[src/rtl/mem_arbiter.sv]
// rtl/mem_arbiter.sv - fixed-priority ST>LD>IF memory arbiter with IF starvation guard and flush squash.
// Optional MEM_ARB_STATS_EN adds grant and busy-cycle counters.
module mem_arbiter #(
  parameter int STARVE_LIMIT = 4,
  parameter int CNT_W        = 3
) (
  input  logic        clk,
  input  logic        rst,
  input  logic        rdy,
  input  logic        flush,
  input  logic        if_req_valid,
  input  logic [31:0] if_req_addr,
  output logic        if_req_ready,
  output logic        if_resp_valid,
  output logic [31:0] if_resp_data,
  input  logic        ld_req_valid,
  input  logic [31:0] ld_req_addr,
  input  logic [1:0]  ld_req_size,
  output logic        ld_req_ready,
  output logic        ld_resp_valid,
  output logic [31:0] ld_resp_data,
  input  logic        st_req_valid,
  input  logic [31:0] st_req_addr,
  input  logic [1:0]  st_req_size,
  input  logic [31:0] st_req_data,
  output logic        st_req_ready,
  output logic        st_done,
  output logic        m_req_valid,
  output logic        m_req_wr,
  output logic [31:0] m_req_addr,
  output logic [1:0]  m_req_size,
  output logic [31:0] m_req_wdata,
  input  logic        m_req_ready,
  input  logic        m_resp_valid,
  input  logic [31:0] m_resp_data
`ifdef MEM_ARB_STATS_EN
  ,
  output logic [31:0] stat_if_grants,
  output logic [31:0] stat_ld_grants,
  output logic [31:0] stat_st_grants,
  output logic [31:0] stat_busy_cycles
`endif
);

  typedef enum logic [1:0] {S_IDLE, S_ISSUE, S_WAIT, S_RESP} state_t;
  typedef enum logic [1:0] {OWN_IF, OWN_LD, OWN_ST} owner_t;

  state_t      state_q, state_d;
  owner_t      owner_q, owner_d;
  logic [31:0] addr_q, addr_d;
  logic [1:0]  size_q, size_d;
  logic [31:0] wdata_q, wdata_d;
  logic [31:0] data_q, data_d;
  logic        squash_q, squash_d;
  logic [CNT_W-1:0] starve_q, starve_d;

  logic if_win, ld_win, st_win, any_win;
  logic owner_cancellable;

  function automatic logic [1:0] fwd_size(input logic [1:0] s);
    return (s == 2'd3) ? 2'd2 : s;
  endfunction

  function automatic logic [31:0] size_mask(input logic [1:0] s, input logic [31:0] d);
    case (s)
      2'd0:    return {24'd0, d[7:0]};
      2'd1:    return {16'd0, d[15:0]};
      default: return d;
    endcase
  endfunction

  // A saturated starvation counter lets a waiting IF jump ahead of ST and LD.
  always_comb begin
    if_win = 1'b0;
    ld_win = 1'b0;
    st_win = 1'b0;
    if (state_q == S_IDLE && rdy && !rst) begin
      if (if_req_valid && !flush && starve_q == CNT_W'(STARVE_LIMIT)) begin
        if_win = 1'b1;
      end else if (st_req_valid) begin
        st_win = 1'b1;
      end else if (ld_req_valid && !flush) begin
        ld_win = 1'b1;
      end else if (if_req_valid && !flush) begin
        if_win = 1'b1;
      end
    end
  end

  assign any_win           = if_win | ld_win | st_win;
  assign if_req_ready      = if_win;
  assign ld_req_ready      = ld_win;
  assign st_req_ready      = st_win;
  assign owner_cancellable = (owner_q != OWN_ST);

  always_comb begin
    state_d  = state_q;
    owner_d  = owner_q;
    addr_d   = addr_q;
    size_d   = size_q;
    wdata_d  = wdata_q;
    data_d   = data_q;
    squash_d = squash_q;
    starve_d = starve_q;
    if (rdy) begin
      if (!if_req_valid || if_win) begin
        starve_d = '0;
      end else if ((st_win || ld_win) && starve_q != CNT_W'(STARVE_LIMIT)) begin
        starve_d = starve_q + CNT_W'(1);
      end
      case (state_q)
        S_IDLE: begin
          if (any_win) begin
            state_d  = S_ISSUE;
            squash_d = 1'b0;
            if (st_win) begin
              owner_d = OWN_ST;
              addr_d  = st_req_addr;
              size_d  = fwd_size(st_req_size);
              wdata_d = st_req_data;
            end else if (ld_win) begin
              owner_d = OWN_LD;
              addr_d  = ld_req_addr;
              size_d  = fwd_size(ld_req_size);
              wdata_d = '0;
            end else begin
              owner_d = OWN_IF;
              addr_d  = if_req_addr;
              size_d  = 2'd2;
              wdata_d = '0;
            end
          end
        end
        S_ISSUE: begin
          if (flush && owner_cancellable) squash_d = 1'b1;
          if (m_req_ready) state_d = S_WAIT;
        end
        S_WAIT: begin
          if (flush && owner_cancellable) squash_d = 1'b1;
          if (m_resp_valid) begin
            data_d  = size_mask(size_q, m_resp_data);
            state_d = S_RESP;
          end
        end
        default: begin
          state_d  = S_IDLE;
          squash_d = 1'b0;
        end
      endcase
    end
  end

  always_ff @(posedge clk) begin
    if (rst) begin
      state_q  <= S_IDLE;
      owner_q  <= OWN_IF;
      addr_q   <= '0;
      size_q   <= '0;
      wdata_q  <= '0;
      data_q   <= '0;
      squash_q <= 1'b0;
      starve_q <= '0;
    end else begin
      state_q  <= state_d;
      owner_q  <= owner_d;
      addr_q   <= addr_d;
      size_q   <= size_d;
      wdata_q  <= wdata_d;
      data_q   <= data_d;
      squash_q <= squash_d;
      starve_q <= starve_d;
    end
  end

  // Request fields are only driven while ISSUE holds them; a flush in RESP squashes at once.
  assign m_req_valid   = (state_q == S_ISSUE);
  assign m_req_wr      = m_req_valid && (owner_q == OWN_ST);
  assign m_req_addr    = m_req_valid ? addr_q  : '0;
  assign m_req_size    = m_req_valid ? size_q  : '0;
  assign m_req_wdata   = m_req_valid ? wdata_q : '0;
  assign if_resp_valid = (state_q == S_RESP) && (owner_q == OWN_IF) && !squash_q && !flush;
  assign ld_resp_valid = (state_q == S_RESP) && (owner_q == OWN_LD) && !squash_q && !flush;
  assign st_done       = (state_q == S_RESP) && (owner_q == OWN_ST);
  assign if_resp_data  = data_q;
  assign ld_resp_data  = data_q;

`ifdef MEM_ARB_STATS_EN
  logic [31:0] if_grants_q, if_grants_d;
  logic [31:0] ld_grants_q, ld_grants_d;
  logic [31:0] st_grants_q, st_grants_d;
  logic [31:0] busy_q, busy_d;

  always_comb begin
    if_grants_d = if_grants_q + {31'd0, if_win};
    ld_grants_d = ld_grants_q + {31'd0, ld_win};
    st_grants_d = st_grants_q + {31'd0, st_win};
    busy_d      = busy_q + {31'd0, (rdy && state_q != S_IDLE)};
  end

  always_ff @(posedge clk) begin
    if (rst) begin
      if_grants_q <= '0;
      ld_grants_q <= '0;
      st_grants_q <= '0;
      busy_q      <= '0;
    end else begin
      if_grants_q <= if_grants_d;
      ld_grants_q <= ld_grants_d;
      st_grants_q <= st_grants_d;
      busy_q      <= busy_d;
    end
  end

  assign stat_if_grants   = if_grants_q;
  assign stat_ld_grants   = ld_grants_q;
  assign stat_st_grants   = st_grants_q;
  assign stat_busy_cycles = busy_q;
`endif

endmodule

[config.mk]
export PLATFORM = sky130hd
export DESIGN_NAME = mem_arbiter
export DESIGN_NICKNAME = d
export VERILOG_FILES = /design/src/rtl/mem_arbiter.sv
export SDC_FILE = /design/constraint.sdc
export NUM_CORES = 1
export LEC_CHECK = 0
export ABC_AREA = 1
export CELL_PAD_IN_SITES_DETAIL_PLACEMENT = 0
export CELL_PAD_IN_SITES_GLOBAL_PLACEMENT = 1
export CORE_AREA = 5 5 155 157
export CTS_CLUSTER_SIZE = 12
export DETAILED_ROUTE_END_ITERATION = 16
export DIE_AREA = 0 0 160 162
export PLACE_DENSITY = 0.85
export SYNTH_ARGS = -nofsm -noshare
export SYNTH_HDL_FRONTEND = slang
export SYNTH_SLANG_ARGS = --single-unit
[constraint.sdc]
create_clock -name clk -period 2.3 [get_ports clk]
set_clock_uncertainty 0.15 [all_clocks]
set_input_delay 0.23 -clock clk [delete_from_list [all_inputs] [get_ports clk]]
set_output_delay 0.23 -clock clk [all_outputs]
set_load 0.005 [all_outputs]
Word-level counts from Yosys, hierarchy flattened
Index checks and enable logic that the tools add are counted.

storage, ports and cells
  register bits = 106
  input port bits = 173
  output and inout port bits = 138
  word-level logic and storage cells = 91

cells by class
  $add $sub $neg = 1
  equality and inequality tests = 15
  muxes and demuxes = 34
  bitwise operators = 2
  reductions and logical operators = 31

operators by type and width
  kind                                                   count
  2-to-1 mux 32 bit                                      5
  case mux 32 bit (2 select lines)                       1
  2-to-1 mux 2 bit                                       9
  logical AND 1 bit                                      15
  2-to-1 mux 1 bit                                       15
  == test 2 bit, second input constant                   5
  AND reduction 3 bit                                    3
  == test 2 x 1 -> 1 bit, second input constant          3
  logical NOT 2 bit                                      3
  2-to-1 mux 3 bit                                       2
  inequality test 2 bit, second input constant           3
  case mux 2 bit (3 select lines)                        1
  logical NOT 1 bit                                      4
  inequality test 2 x 1 -> 1 bit, second input constant  2
  AND reduction 4 bit                                    1
  adder 3 x 1 -> 3 bit, second input constant            1
  == test 3 bit, second input constant                   1
  inequality test 3 bit, second input constant           1
  logical OR 1 bit                                       2
  OR 1 bit                                               2
  case mux 1 bit (2 select lines)                        1
  AND reduction 2 bit                                    1
  nonzero test 2 bit                                     1
  OR reduction 2 bit                                     1

Logic depth before layout (Yosys ltp)
Gate-level depths: netlist of run 1.

  depth in word-level cells = 11
  depth in mapped cells = 12
  gate-level depth less buffers = 12

Least setup slack after synthesis of run 1
Ideal clock, no wire load.

  path type = register to register
  start point = reg state_q[0]
  end point = reg addr_q[10]
  library setup time = 0.122 ns
  data arrival time = 1.457 ns
  data required time = 2.028 ns
  slack = 0.571 ns
  stages on the path, launching flop included = 12
  buffers on the path = 2
  period minus slack after synthesis = 1.729 ns
  cells stage by stage = dfxtp_1 inv_1 ha_1 nand2_2 nor2_8 nand3_2 nand2_2 buf_6 buf_4 nand2_1 inv_1 a21oi_1

between the ends
  longest elaborated chain between the ends = 7
  elaborated cells between the ends (all ways) = 11
  classes of those cells = mux: 5; bitwise: 2; reduce/logical: 4

RTL lines
  what                            RTL line  text
  start: declaration              48        state_t state_q, state_d;
  start signal: assignment        164       state_q <= state_d;
  logical NOT 2 bit *             77, 111
  logical AND 1 bit (2 in a row)  77        if (state_q == S_IDLE && rdy && !rst) begin
  2-to-1 mux 1 bit                77
  OR 1 bit (2 in a row)           90        assign any_win = if_win | ld_win | st_win;
  AND reduction 3 bit (no line)   n/a
  end signal: assignment          166       addr_q <= addr_d;
  end: declaration                50        logic [31:0] addr_q, addr_d;

Every way passes the cells marked *; elsewhere a longest branch is shown, timed or not.
A chain may end at the register's enable or synchronous reset.

Worst setup path in the final report of run 1
  start point = reg state_q[0]
  end point = out st_req_ready

between the ends
  longest elaborated chain between the ends = 4

RTL lines
  what                            RTL line  text
  logical NOT 2 bit               77
  logical AND 1 bit (2 in a row)  77
  2-to-1 mux 1 bit                77
  end: declaration                26        output logic st_req_ready,

No other way between the ends.

==> impl_results.md, run 1 <==
- Clock Latency Late Sink: 0.35 ns
- Most common cell after layout, fill and taps aside: clkdlybuf4s50_1
- N_diodes: 0
- Setup ws final: 0.04019 ns
- Final worst path period share: 98.25%
- Avg Synthesized Cell Area: 6.818 sq um
- Nets: 1282
- CTS root buf: clkbuf_16
- Ports: 311
- Fmax: 442.5 MHz
- Placed Area: 8887 sq um
- Number of global-route vias before repair: 5971
- #FFs+latches synth: 106
- Final setup TNS: 0 ns
- Multi-input combinational cell area: 2616 sq um
- Reg area: 2130 sq um
- Worst r2r src: state_q[0]
- CP peak stage delay: 0.50 ns
- Routability Congestion: 0.7934
- Startpoint Class: register
- Number of vias per cell: 4.426
- Number of flops mapped to enable cells by yosys: 0
- Largest net degree at the start of global routing: 65
- Prevailing post-synth register cell: dfxtp_1
- Slowest cell on the critical path: clkdlybuf4s50_1
- First-iteration detailed-routing DRC count: 286
- CTS buffer count: 9
- Async SR Flop Fraction: 0%
- Final Slew Violations: 0
- Hold Startpoint: rst
- Pwr Density: 511.5 nW/um^2
- Detailed Place HPWL: 15690 um
- Commonest cells after routing, fill and taps aside: clkdlybuf4s50_1 (284), nand2_1 (234), inv_1 (123), a21oi_1 (103), dfxtp_1 (102)
- Crit-path max FO: 4
- Register area share after synthesis: 37.05%
- Row count: 55
- Htree depth: 3
- Max Buffers Root-to-Sink: 2
- PortBufs: 310
- Post-layout instance area: 9405 sq um
- Final Hold Vio Count: 0
- R2R Setup Slk: 0.27 ns
- Hold slack: 0.05594 ns
- CTS sink cnt: 106
- Reg2reg path depth: 10
- Via count: 6165
- Critical R2R Capture: addr_q[1]
- Dpl ws: 0.08176 ns
- Post-CTS Hold Fix Bufs: 0
- TritonCTS clock tree: built
- Hold path cells: 2
- Worst Path Arrival: 1.88 ns
- Die height: 162 um
- Max IR drop VDD: 0.3220 mV
- Fill count: 2310
- Routed WL per cell: 15.12 um
- RSZ-0062 raised after global routing: yes
- Fin util: 42.05%
- Total Wirelength: 21070 um
- Die area: 25920 sq um
- WS Path Type: reg2out
- Cell Area, Synth: 5727 sq um
- Total grt overflow: 0
- Worst slew margin: 54.47%
- Tmin final: 2.260 ns
- Endpoint class of the critical path: output port
- Hold Path Sink: owner_q[0]
- Worst slew pin tran: 0.6830 ns
- Core area: 22370 sq um
- Initial Util: 25.61%
- Synth warn: 0
- Die Span X: 160 um
- Total GRT Usage: 15.44%
- Synth cell types: 33
- Worst path required time: 1.92 ns
- Layout cells sized above 1: 6.859%
- Area grow syn2layout: 64.23%
- Worst path cell trace: inv_1 -> ha_1 -> nand2_2 -> nor2_8 -> nand3_4 -> inv_6 -> clkdlybuf4s50_1
- Syn_nets: 1019
- TritonRoute pass-1 iters: 5
- DRC: 0
- Antenna Nets Post-Route: 0
- MaxCap Viol Count: 0
- Endpoints failing setup: 0
- CTS clock-pin slew for the worst setup and hold paths: 0.08 ns
- Worst hold path class: in2reg
- Leak: 0.004444 uW
- Cells after Synth: 840
- Outcome: complete, no violations
- Initial antenna violation count: 0
- First-pass GRT wire length: 32160 um
-- stage by stage --
stage	power, uW	instances
after global placement	3159	1367
after global routing	5089	1393
final	4811	1393
after CTS	4875	1387
after detailed placement	3166	1367
after floorplan	2578	840
-- state kept, by name, indices dropped and copies added (netlist names) --
name,flops
addr_q,32
if_resp_data,32
owner_q,2
size_q,2
squash_q,1
starve_q,3
state_q,2
wdata_q,32
-- synth_stat cells, types with 2 or more instances --
cell / instances / area, sq um
or2_2: 4 / 25.02
inv_2: 5 / 18.77
nand2_2: 4 / 25.02
dfxtp_1: 106 / 2122
buf_2: 7 / 35.03
nor2_1: 11 / 41.29
buf_4: 42 / 315.3
o21ai_0: 39 / 195.2
buf_1: 5 / 18.77
o211ai_1: 32 / 240.2
nand3_1: 10 / 50.05
nand3b_1: 25 / 187.7
a21oi_1: 103 / 515.5
buf_6: 5 / 56.30
o21ai_1: 6 / 30.03
inv_1: 124 / 465.5
clkbuf_1: 27 / 101.4
or2_0: 17 / 106.4
nor3_1: 2 / 10.01
or2_1: 12 / 75.07
nor2_2: 2 / 12.51
nand3_4: 2 / 35.03
nand2_1: 235 / 882.1
ha_1: 6 / 75.07
-- power breakdown --
| part | internal, uW | leakage [uW] | switching (uW) |
|---|---|---|---|
| logic | 644 | 0.00343 | 560 |
| registers | 1940 | 0.000863 | 59.1 |
| clock network | 781 | 0.000150 | 822 |
-- repair_timing --
item                                    4_1_cts  5_1_grt
resized for setup                            13       24
buffers inserted                              3        5
endpoints found under the setup margin       67       32
gates cloned                                  1        1
pin swaps                                     1        1
-- cell type report --
| type | count | area share, % |
|---|---|---|
| multi-input combinational | 518 | 27.82 |
| inverter | 129 | 5.202 |
| timing repair buffer | 339 | 37.26 |
| clock inverter | 7 | 0.8913 |
| sequential | 106 | 22.64 |
| clock buffer | 9 | 2.395 |
| tap | 285 | 3.791 |
-- logic make-up (layout without fill, tap and decap cells) --
family | after synthesis | after routing | synth area share, %
AND/OR/NAND/NOR | 327 | 327 | 26.04
adder cells (fa/ha/maj) | 6 | 6 | 1.311
buffers and inverters | 216 | 484 | 17.74
AO/OA/AOI/OAI | 185 | 185 | 17.85
flip-flops | 106 | 106 | 37.05
-- how the worst max path moves through the flow --
| stage | cells after the start | slack, ns | start | endpoint |
|---|---|---|---|---|
| after global routing | 7 | -0.06 | state_q[0] | st_req_ready |
| after floorplan | 11 | 0.57 | state_q[0] | addr_q[10] |
| after global placement | 11 | 0.14 | if_req_valid | wdata_q[17] |
| final | 7 | 0.04 | state_q[0] | st_req_ready |
| after CTS | 7 | -0.06 | state_q[0] | st_req_ready |
| after detailed placement | 11 | 0.08 | if_req_valid | wdata_q[21] |
-- critical path: cells and delay by family, from the launching register on --
kind / cells / cell delay (ns)
buf+inv: 3 / 0.67
flops: 1 / 0.36
fa+ha+maj: 1 / 0.18
simple gates: 3 / 0.32
-- routing by layer --
layer  track usage (%)  part of all wire [%]
met1             17.84                    41
met2             27.86                    49
met3             4.618                   8.5
met4             4.106                   1.4
met5                 0                     0
No activity file was read; power rests on OpenSTA's default activity.
==> run 2, diff against run 1 <==
--- a/config.mk
+++ b/config.mk
@@ -6,6 +6,7 @@
 export NUM_CORES = 1
 export LEC_CHECK = 0
 export ABC_AREA = 1
+export CAP_MARGIN = 20
 export CELL_PAD_IN_SITES_DETAIL_PLACEMENT = 0
 export CELL_PAD_IN_SITES_GLOBAL_PLACEMENT = 1
 export CORE_AREA = 5 5 155 157
==> results of run 2 <==
Final layout, timing and power as in run 1 (identical DEF).
==> run 3, diff against run 2 <==
--- a/config.mk
+++ b/config.mk
@@ -9,11 +9,11 @@
 export CAP_MARGIN = 20
 export CELL_PAD_IN_SITES_DETAIL_PLACEMENT = 0
 export CELL_PAD_IN_SITES_GLOBAL_PLACEMENT = 1
-export CORE_AREA = 5 5 155 157
+export CORE_AREA = 2 2 152 154
 export CTS_CLUSTER_SIZE = 12
 export DETAILED_ROUTE_END_ITERATION = 16
-export DIE_AREA = 0 0 160 162
-export PLACE_DENSITY = 0.85
+export DIE_AREA = 0 0 154 156
+export PLACE_DENSITY_LB_ADDON = 0.1
 export SYNTH_ARGS = -nofsm -noshare
 export SYNTH_HDL_FRONTEND = slang
 export SYNTH_SLANG_ARGS = --single-unit
==> impl_results.md, run 3 (synthesis gave the netlist of run 1 again) <==
- Final Slew Violations: 0 (unchanged)
- CTS clock-pin slew for the worst setup and hold paths: 0.08 ns (about the same)
- Total GRT Usage: 17.27% (+1.8 points)
- Slowest cell on the critical path: clkdlybuf4s50_1
- Met3 routed WL: 1642 um (-8.0%)
- Fmax: 437.6 MHz (-1.1%)
- Clock Latency Late Sink: 0.35 ns (about the same)
- Largest net degree at the start of global routing: 65 (unchanged)
- Routed WL per cell: 15.22 um (+0.65%)
- Metal2 WL: 9906 um (-4.3%)
- Worst path required time: 1.92 ns (about the same)
- WS Path Type: reg2out
- Commonest cells after routing, fill and taps aside: clkdlybuf4s50_1 (278), nand2_1 (235), inv_1 (123), dfxtp_1 (104), a21oi_1 (103)
- Nets: 1275 (-0.55%)
- Initial Util: 25.61% (unchanged)
- CTS buffer count: 9 (unchanged)
- Detailed Place HPWL: 14900 um (-5.0%)
- Initial antenna violation count: 1 (+1)
- Leak: 0.004426 uW (-0.42%)
- Core area: 22370 sq um (unchanged)
- Number of global-route vias before repair: 5867 (-1.7%)
- First-pass GRT wire length: 32480 um (+0.99%)
- Layout cells sized above 1: 6.085% (-0.77 points)
- CTS root buf: clkbuf_16
- Setup ws final: 0.01505 ns (-0.02514 ns)
- Most common cell after layout, fill and taps aside: clkdlybuf4s50_1
- Crit-path max FO: 17 (+13)
- Worst slew margin: 54.02% (-0.45 points)
- Antenna Nets Post-Route: 0 (unchanged)
- Max Buffers Root-to-Sink: 2 (unchanged)
- Max IR drop VDD: 0.2709 mV (-16%)
- Endpoints failing setup: 0 (unchanged)
- Pwr Density: 509.5 nW/um^2 (-0.40%)
- Clk pwr share: 32.8% (-0.5 points)
- Worst path cell trace: inv_2 -> ha_4 -> bufbuf_16 -> nand2_1 -> inv_1 -> clkdlybuf4s50_1
- M1 wire length: 9336 um (+8.1%)
- Reg power frac: 42.3% (+0.7 points)
- Worst Path Arrival: 1.90 ns (+0.02 ns)
- Dpl ws: 0.09355 ns (+0.01180 ns)
- Final Hold Vio Count: 0 (unchanged)
- Row count: 55 (unchanged)
- CTS sink cnt: 106 (unchanged)
- Number of vias per cell: 4.364 (-1.4%)
- Total Wirelength: 21110 um (+0.21%)
- Worst slew pin tran: 0.6897 ns (+0.006713 ns)
- MaxCap Viol Count: 0 (unchanged)
- TritonCTS clock tree: built
- Startpoint Class: register
- Die height: 156 um (-3.7%)
- Outcome: complete, no violations
- Die area: 24020 sq um (-7.3%)
- DRC: 0 (unchanged)
- PortBufs: 310 (unchanged)
- Endpoint class of the critical path: output port
- Ports: 311 (unchanged)
- CP peak stage delay: 0.49 ns (about the same)
- Area grow syn2layout: 62.38%
- Htree depth: 3 (unchanged)
- Net switching power figure: 1408 uW (-2.3%)
- Worst hold path class: in2reg
- Final worst path period share: 99.35% (+1.1 points)
- Comb pwr share: 24.9% (about the same)
- Switching part of the total: 29.71% (-0.25 points)
- Pint: 3330 uW (-1.2%)
- Post-route insts no fill: 1387 (-0.43%)
- Total power: 4738 uW (-1.5%)
- Total grt overflow: 0 (unchanged)
- Hold slack: 0.2745 ns (+0.2186 ns)
- Top sig layer: met4
- RSZ-0062 raised after global routing: yes
- Die Span X: 154 um (-3.8%)
- Tmin final: 2.285 ns (+0.02514 ns)
- Via count: 6053 (-1.8%)
- TritonRoute pass-1 iters: 4 (-1)
- First-iteration detailed-routing DRC count: 237 (-17%)
- Total placed cells including tap cells: 1366 (-0.073%)
- Routability Congestion: 0.7633 (-3.8%)
[run 3: changes by cell type in the layout (fill, tap and decap cells not counted), moves of 2 or more]
cell	delta
buf_4	-6
dfxtp_1	+2
clkdlybuf4s50_1	-6
bufbuf_16	+2
dlygate4sd2_1	+5
clkinv_8	-3
inv_6	-2
clkinv_4	+2
buf_12	-2
[run 3: metrics by stage]
| step | instance area (sq um) | TNS (ns) | utilization, % |
|---|---|---|---|
| after floorplan | 5727 | 0 | - |
| after global placement | 8867 | 0 | 39.65 |
| after detailed placement | 8867 | 0 | 39.65 |
| after CTS | 9241 | -0.4067 | 41.32 |
| after global routing | 9299 | -1.282 | 41.58 |
| final | 9299 | 0 | 41.58 |
[run 3: timing repair]
item                       in CTS  in global routing
cloned                          2                  0
setup buffers                   2                  0
setup endpoints to repair      39                 50
pin swaps                       1                  0
gates resized for setup        14                 25
hold buffers                    0                  0
[run 3: power by group through the flow]
| stage | registers, uW | clock network [uW] | logic [uW] |
|---|---|---|---|
| after global placement | 2040 | 0 | 1140 |
| after CTS | 2000 | 1630 | 1210 |
| final | 2000 | 1560 | 1180 |
| after floorplan | 2030 | 0 | 549 |
| after global routing | 2020 | 1690 | 1310 |
| after detailed placement | 2040 | 0 | 1130 |
[run 3: final cells by class]
class / count / area (sq um)
Fill cell: 2385 / 13070
Timing Repair Buffer: 332 / 3432
Multi-Input combinational cell: 518 / 2614
Sequential cell: 106 / 2125
Inverter: 129 / 484.2
Tap cell: 285 / 356.6
Clock buffer: 9 / 225.2
Clock inverter: 7 / 60.06
Antenna cell: 1 / 2.502
[run 3: worst paths after layout]
kind	cells after the start	to	slack, ns	startpoint
hold / removal	3	wdata_q[7]	0.27	st_req_data[7]
setup reg to reg	10	addr_q[1]	0.22	state_q[0]
setup / recovery	6	m_req_wdata[9]	0.02	state_q[1]
hold reg to reg	2	if_resp_data[2]	0.31	if_resp_data[2]
[run 3: worst max-delay path, delay by kind of cell (launching register included)]
family                   cells  cell delay [ns]
adder cells (fa/ha/maj)      1             0.20
flip-flops                   1             0.35
buffers and inverters        4             0.93
AND/OR/NAND/NOR              1             0.07
[run 3: metal layers]
layer  vias to the layer above  track usage, %
met5                         -               0
met4                         0           4.806
met3                        12           4.944
met2                       217           29.64
met1                      2719           21.15
li1                       3105               -
